File: src/rtl/studio2_pkg.sv
// Shared constants for the Studio II CPU/display glue logic.
// State codes, timing-pulse phases and the DMA responder state type.
package studio2_pkg;

   localparam logic [1:0] SC_FETCH = 2'b00;
   localparam logic [1:0] SC_EXEC  = 2'b01;
   localparam logic [1:0] SC_DMA   = 2'b10;
   localparam logic [1:0] SC_INT   = 2'b11;

   localparam int TPA_PHASE = 1;
   localparam int TPB_PHASE = 6;

   typedef enum logic {
      ST_CPU,
      ST_DMA
   } dma_state_e;

endpackage

File: src/rtl/cdp1802_cycle_timer.sv
// Machine-cycle phase counter with TPA/TPB strobes.
// Strobes are registered so they cover exactly their phase.
module cdp1802_cycle_timer
   import studio2_pkg::*;
#(
   parameter int CYCLE_CLKS = 8
) (
   input  logic clk,
   input  logic resetq,
   input  logic ce,
   output logic tpa,
   output logic tpb,
   output logic last,
   output logic pre_tpb
);

   localparam int PW = $clog2(CYCLE_CLKS);
   localparam logic [PW-1:0] LAST_PH = PW'(CYCLE_CLKS - 1);
   localparam logic [PW-1:0] TPA_PH  = PW'(TPA_PHASE);
   localparam logic [PW-1:0] TPB_PH  = PW'(TPB_PHASE);

   logic [PW-1:0] phase;
   logic [PW-1:0] phase_nxt;

   assign last      = (phase == LAST_PH);
   assign phase_nxt = last ? '0 : phase + PW'(1);
   assign pre_tpb   = (phase_nxt == TPB_PH);

   always_ff @(posedge clk or negedge resetq) begin
      if (!resetq) begin
         phase <= '0;
         tpa   <= 1'b0;
         tpb   <= 1'b0;
      end else if (ce) begin
         phase <= phase_nxt;
         tpa   <= (phase_nxt == TPA_PH);
         tpb   <= (phase_nxt == TPB_PH);
      end
   end

endmodule

File: src/rtl/cdp1802_dma_out.sv
// DMA-out responder: steals machine cycles to fetch display bytes at R0.
// R0 post-increments at the end of each DMA cycle.
module cdp1802_dma_out
   import studio2_pkg::*;
#(
   parameter int CYCLE_CLKS = 8,
   parameter int MAX_BURST  = 8
) (
   input  logic        clk,
   input  logic        resetq,
   input  logic        ce,
   input  logic [1:0]  cpu_sc,
   input  logic        dma_out_req,
   input  logic        dma_allow,
   input  logic        r0_wr,
   input  logic [15:0] r0_din,
   output logic [15:0] r0_q,
   output logic        ram_rd,
   output logic [15:0] ram_a,
   input  logic [7:0]  ram_q,
   output logic        tpa,
   output logic        tpb,
   output logic [1:0]  sc,
   output logic        dma_cycle,
   output logic [7:0]  dma_data,
   output logic        dma_data_valid,
   output logic        overrun,
   input  logic        overrun_clr
);

   localparam int BW = $clog2(MAX_BURST + 1);
   localparam logic [BW-1:0] BURST_MAX = BW'(MAX_BURST);

   dma_state_e    state;
   logic          last;
   logic          pre_tpb;
   logic          boundary;
   logic          grant;
   logic          inc;
   logic          fetch_pend;
   logic          ovr_set;
   logic [15:0]   r0_nxt;
   logic [BW-1:0] burst;

   cdp1802_cycle_timer #(
      .CYCLE_CLKS(CYCLE_CLKS)
   ) u_timer (
      .clk    (clk),
      .resetq (resetq),
      .ce     (ce),
      .tpa    (tpa),
      .tpb    (tpb),
      .last   (last),
      .pre_tpb(pre_tpb)
   );

   assign dma_cycle = (state == ST_DMA);
   assign boundary  = ce && last;
   assign grant     = boundary && dma_out_req && dma_allow;
   assign inc       = boundary && dma_cycle;
   assign ovr_set   = grant && (burst == BURST_MAX);

   // A same-clock load beats the end-of-cycle increment.
   always_comb begin
      r0_nxt = r0_q;
      if (r0_wr)
         r0_nxt = r0_din;
      else if (inc)
         r0_nxt = r0_q + 16'd1;
   end

   always_ff @(posedge clk or negedge resetq) begin
      if (!resetq) begin
         state          <= ST_CPU;
         r0_q           <= 16'h0000;
         ram_a          <= 16'h0000;
         ram_rd         <= 1'b0;
         fetch_pend     <= 1'b0;
         dma_data       <= 8'h00;
         dma_data_valid <= 1'b0;
         sc             <= SC_FETCH;
         burst          <= '0;
         overrun        <= 1'b0;
      end else begin
         r0_q           <= r0_nxt;
         ram_rd         <= grant;
         fetch_pend     <= ram_rd;
         dma_data_valid <= ce && pre_tpb && dma_cycle;
         if (fetch_pend)
            dma_data <= ram_q;
         if (ce) begin
            if (boundary)
               sc <= grant ? SC_DMA : cpu_sc;
            else
               sc <= dma_cycle ? SC_DMA : cpu_sc;
         end
         if (boundary) begin
            state <= grant ? ST_DMA : ST_CPU;
            if (grant) begin
               ram_a <= r0_nxt;
               if (burst != BURST_MAX)
                  burst <= burst + BW'(1);
            end else begin
               burst <= '0;
            end
         end
         if (ovr_set)
            overrun <= 1'b1;
         else if (overrun_clr)
            overrun <= 1'b0;
      end
   end

endmodule
File: config.mk
export PLATFORM = sky130hd
export DESIGN_NAME = cdp1802_dma_out
export DESIGN_NICKNAME = d
export VERILOG_FILES = /design/src/rtl/studio2_pkg.sv /design/src/rtl/cdp1802_cycle_timer.sv /design/src/rtl/cdp1802_dma_out.sv
export SDC_FILE = /design/constraint.sdc
export NUM_CORES = 1
export LEC_CHECK = 0
export CAP_MARGIN = 0
export CORE_MARGIN = 2
export CORE_UTILIZATION = 45
export DETAILED_ROUTE_END_ITERATION = 16
export PLACE_DENSITY = 0.77
export SYNTH_ARGS = -nofsm -noshare
export SYNTH_HDL_FRONTEND = slang
export SYNTH_SLANG_ARGS = --single-unit
export TNS_END_PERCENT = 50
File: constraint.sdc
create_clock -name clk -period 6.04 [get_ports clk]
set_input_delay 0.906 -clock clk [delete_from_list [all_inputs] [get_ports clk]]
set_output_delay 0.906 -clock clk [all_outputs]
set_load 0.01 [all_outputs]
==> impl_metrics.csv <==
group,metric,value,unit
critical_path,crit_path_max_fanout,21,
clocking,ctsRootBufferMaster,"clkbuf_8",
synthesis,syn_nets,283,
power_and_ir_drop,comb_power_share,34.4,%
power_and_ir_drop,ir_drop,0.169,mV
grt,track_usage,18.3,%
timing,max_slew_margin,52.7,%
critical_path,r2r.worst_path.cells,5,
power_and_ir_drop,clkPwrFrac,21.2,%
critical_path,rr_startpoint,"u_timer.phase[0]$_DFFE_PN0P_",
clocking,clk_latency,300,ps
clocking,cts.clk_slew.worst_paths,100,ps
route,drt_iter0_drc,78,
synthesis,synth_top_cells_by_count,"dfrtp_1 (56), nand2_1 (36), mux2_2 (16), o21ai_0 (16), nor2_1 (14)",
place,io_buffers,80,
min_path,holdPathStages,0,
synthesis,synth_edf_count,0,
clocking,cts.sinks,56,
grt,grt_overflow,0,
power_and_ir_drop,sequentialPowerShare,44.4,%
power_and_ir_drop,power.density,341,nW/um^2
floorplan,initial_core_util,45.8,%
synthesis,async_flop_share,100,%
synthesis,synth_ff_type,"dfrtp_1",
critical_path,cp.required,6240,ps
min_path,min_path_type,"reg2reg",
power_and_ir_drop,net-switching-power,0.366,mW
min_path,hold_start,"ram_rd$_DFF_PN0_",
critical_path,cp.arrival,3530,ps
synthesis,synth_top_area_share,52.6,%
route,wl_per_cell,14.7,um
floorplan,fp.coreArea,5820,um^2
clocking,cts_resized,0,
timing,drv_slew,0,
timing,finClkSkew,7.26,ps
timing,post-route-period-util,55.2,%
power_and_ir_drop,swShare,29.5,%
grt,grt_pass1_vias,2041,
timing,worst_pin_slew,709,ps
critical_path,r2r-end,"ram_a[8]$_DFFE_PN0P_",
final_layout,drive_above_1_share,13.3,%
synthesis,synth_area,2660,um^2
run,drv_cap,0,
synthesis,synth.area.top_cells,"dfrtp_1 (53%), mux2_2 (6.8%), nand2_1 (5.1%), ha_1 (3.3%), o21ai_0 (3.0%)",
final_layout,nets,362,
place,gp_congestion,0.792,
grt,grt_pass1_wl,9400,um
route,via_count,2118,
route,drt_pass1_iterations,4,
clocking,cts_setup_buffers,0,
floorplan,die-width,80.9,um
timing,hold_viol,0,
power_and_ir_drop,internal-power,0.877,mW
synthesis,synth_cell_types,41,
route,via_per_inst,5.32,
floorplan,pin_count,81,
place,detailed_place_hpwl,4180,um
floorplan,die_area,6550,um^2
route,ant_nets,0,
grt,grt_max_degree,57,
status,outcome,"finished, final reports clean",
synthesis,ys_seq_elements,56,
grt,antenna_found_initial,0,
synthesis,synth_warnings,0,
critical_path,start_kind,"input pin",
route,drc_errors,0,
timing,finalSetupViolations,0,
timing,timing.hold.ws,404,ps
route,wl,5850,um
synthesis,yosysMostFrequentCell,"dfrtp_1",
timing,setup_tns,0,ps
clocking,h-tree-depth,2,
final_layout,antenna_cells,0,
timing,fin_crit,3330,ps
critical_path,crit_path_end_kind,"flip-flop",
critical_path,r2r_slack,3360,ps
synthesis,synth_top_area_cell,"dfrtp_1",
power_and_ir_drop,leakage,1.61,nW
synthesis,ys_seq_area_share,52.6,%
critical_path,crit_type,"in2reg",
clocking,clock_path_buffers,2,
clocking,cts_hold_buf,0,
synthesis,syn_area_per_cell,11.0,um^2
final_layout,syn_to_final_growth,36.7,%
min_path,hold_end,"fetch_pend$_DFF_PN0_",
floorplan,fp.dieH,80.9,um
floorplan,rows,28,
clocking,cts_made_buffers,5,
timing,fmax,0.300,GHz
clocking,tritoncts,"done",
timing,rsz0062_at_grt,"no",
synthesis,synthCells,243,
[cell usage in the layout (no fill, tap or decap), types with 3 or more instances in the layout]
cell type	synthesis	final
nor2_1	14	14
o21ai_0	16	16
nor3_1	3	3
and3_1	5	5
nand3_1	12	12
inv_1	11	11
xnor2_1	8	8
nand2_1	36	36
nand4_1	5	5
ha_1	7	7
xor2_1	4	4
a21oi_1	5	5
dfrtp_1	56	56
clkbuf_8	0	7
mux2_2	16	16
clkdlybuf4s50_1	0	79
a31oi_1	3	3
[registers in the layout, summed over array words and instances (netlist names), 2 cells and up]
register / flops
sc: 2
burst: 4
dma_data: 8
u_timer.phase: 3
r0_q: 16
ram_a: 16
[worst max path at each step]
| stage | from | to | slack [ps] | cells after the start |
|---|---|---|---|---|
| 2_1_floorplan | ce | ram_a[9]$_DFFE_PN0P_ | 3810 | 6 |
| 3_3_place_gp | ce | ram_a[4]$_DFFE_PN0P_ | 2470 | 4 |
| 3_5_place_dp | ce | ram_a[8]$_DFFE_PN0P_ | 2360 | 4 |
| 4_1_cts | ce | ram_a[8]$_DFFE_PN0P_ | 2680 | 4 |
| 5_1_grt | ce | burst[3]$_DFFE_PN0P_ | 2500 | 5 |
| 6_report | ce | ram_a[8]$_DFFE_PN0P_ | 2710 | 4 |
[power groups by stage]
stage                     Combinational [mW]  Clock (mW)  Sequential, mW
after global placement                 0.419           0           0.554
after floorplan                        0.152           0           0.588
after global routing                   0.469       0.290           0.565
final                                  0.427       0.264           0.552
after detailed placement               0.431           0           0.558
after CTS                              0.432       0.269           0.554
[through the flow]
step                utilization, %  std cells  power [mW]  setup WS [ps]  instance area [um^2]
CTS                           62.6        398        1.25           2680                  3640
floorplan                        -        243       0.740           3810                  2660
global placement              60.4        390       0.973           2470                  3510
finish                        62.6        398        1.24           2710                  3640
detailed placement            60.4        390       0.989           2360                  3510
global route                  62.6        398        1.32           2500                  3640
[area by class of cell]
cell class                      count  area [um^2]
Clock buffer                        7         96.3
Tap cell                           75         93.8
Fill cell                         488         2170
Timing Repair Buffer               82          811
Clock inverter                      1         30.0
Inverter                           11         41.3
Multi-Input combinational cell    166         1170
Sequential cell                    56         1400
[metal layers]
metal | up-vias | track usage [%] | wire, um | part of all wire [%]
li1 | 1006 | - | - | -
met1 | 1033 | 25.6 | 2680 | 46
met2 | 71 | 29.4 | 2750 | 47
met3 | 8 | 3.56 | 334 | 5.7
met4 | 0 | 4.41 | 74 | 1.3
met5 | - | 0 | 0 | 0
[critical path, cell delays in order]
cell and delay [ps]:
clkdlybuf4s50_1 910, nand4_2 570, inv_1 710, mux2_2 410
[cells by family (layout without fill, tap and decap cells)]
kind of cell | Yosys count | count (layout) | synth area share, %
AND/OR/NAND/NOR | 89 | 89 | 18.7
buffers and inverters | 21 | 101 | 3.52
flip-flops | 56 | 56 | 52.6
XOR/XNOR | 12 | 12 | 3.95
multiplexers | 21 | 21 | 9.07
AO/OA/AOI/OAI | 37 | 37 | 8.84
adder cells (fa/ha/maj) | 7 | 7 | 3.29
(Power assumes the default switching activity.)
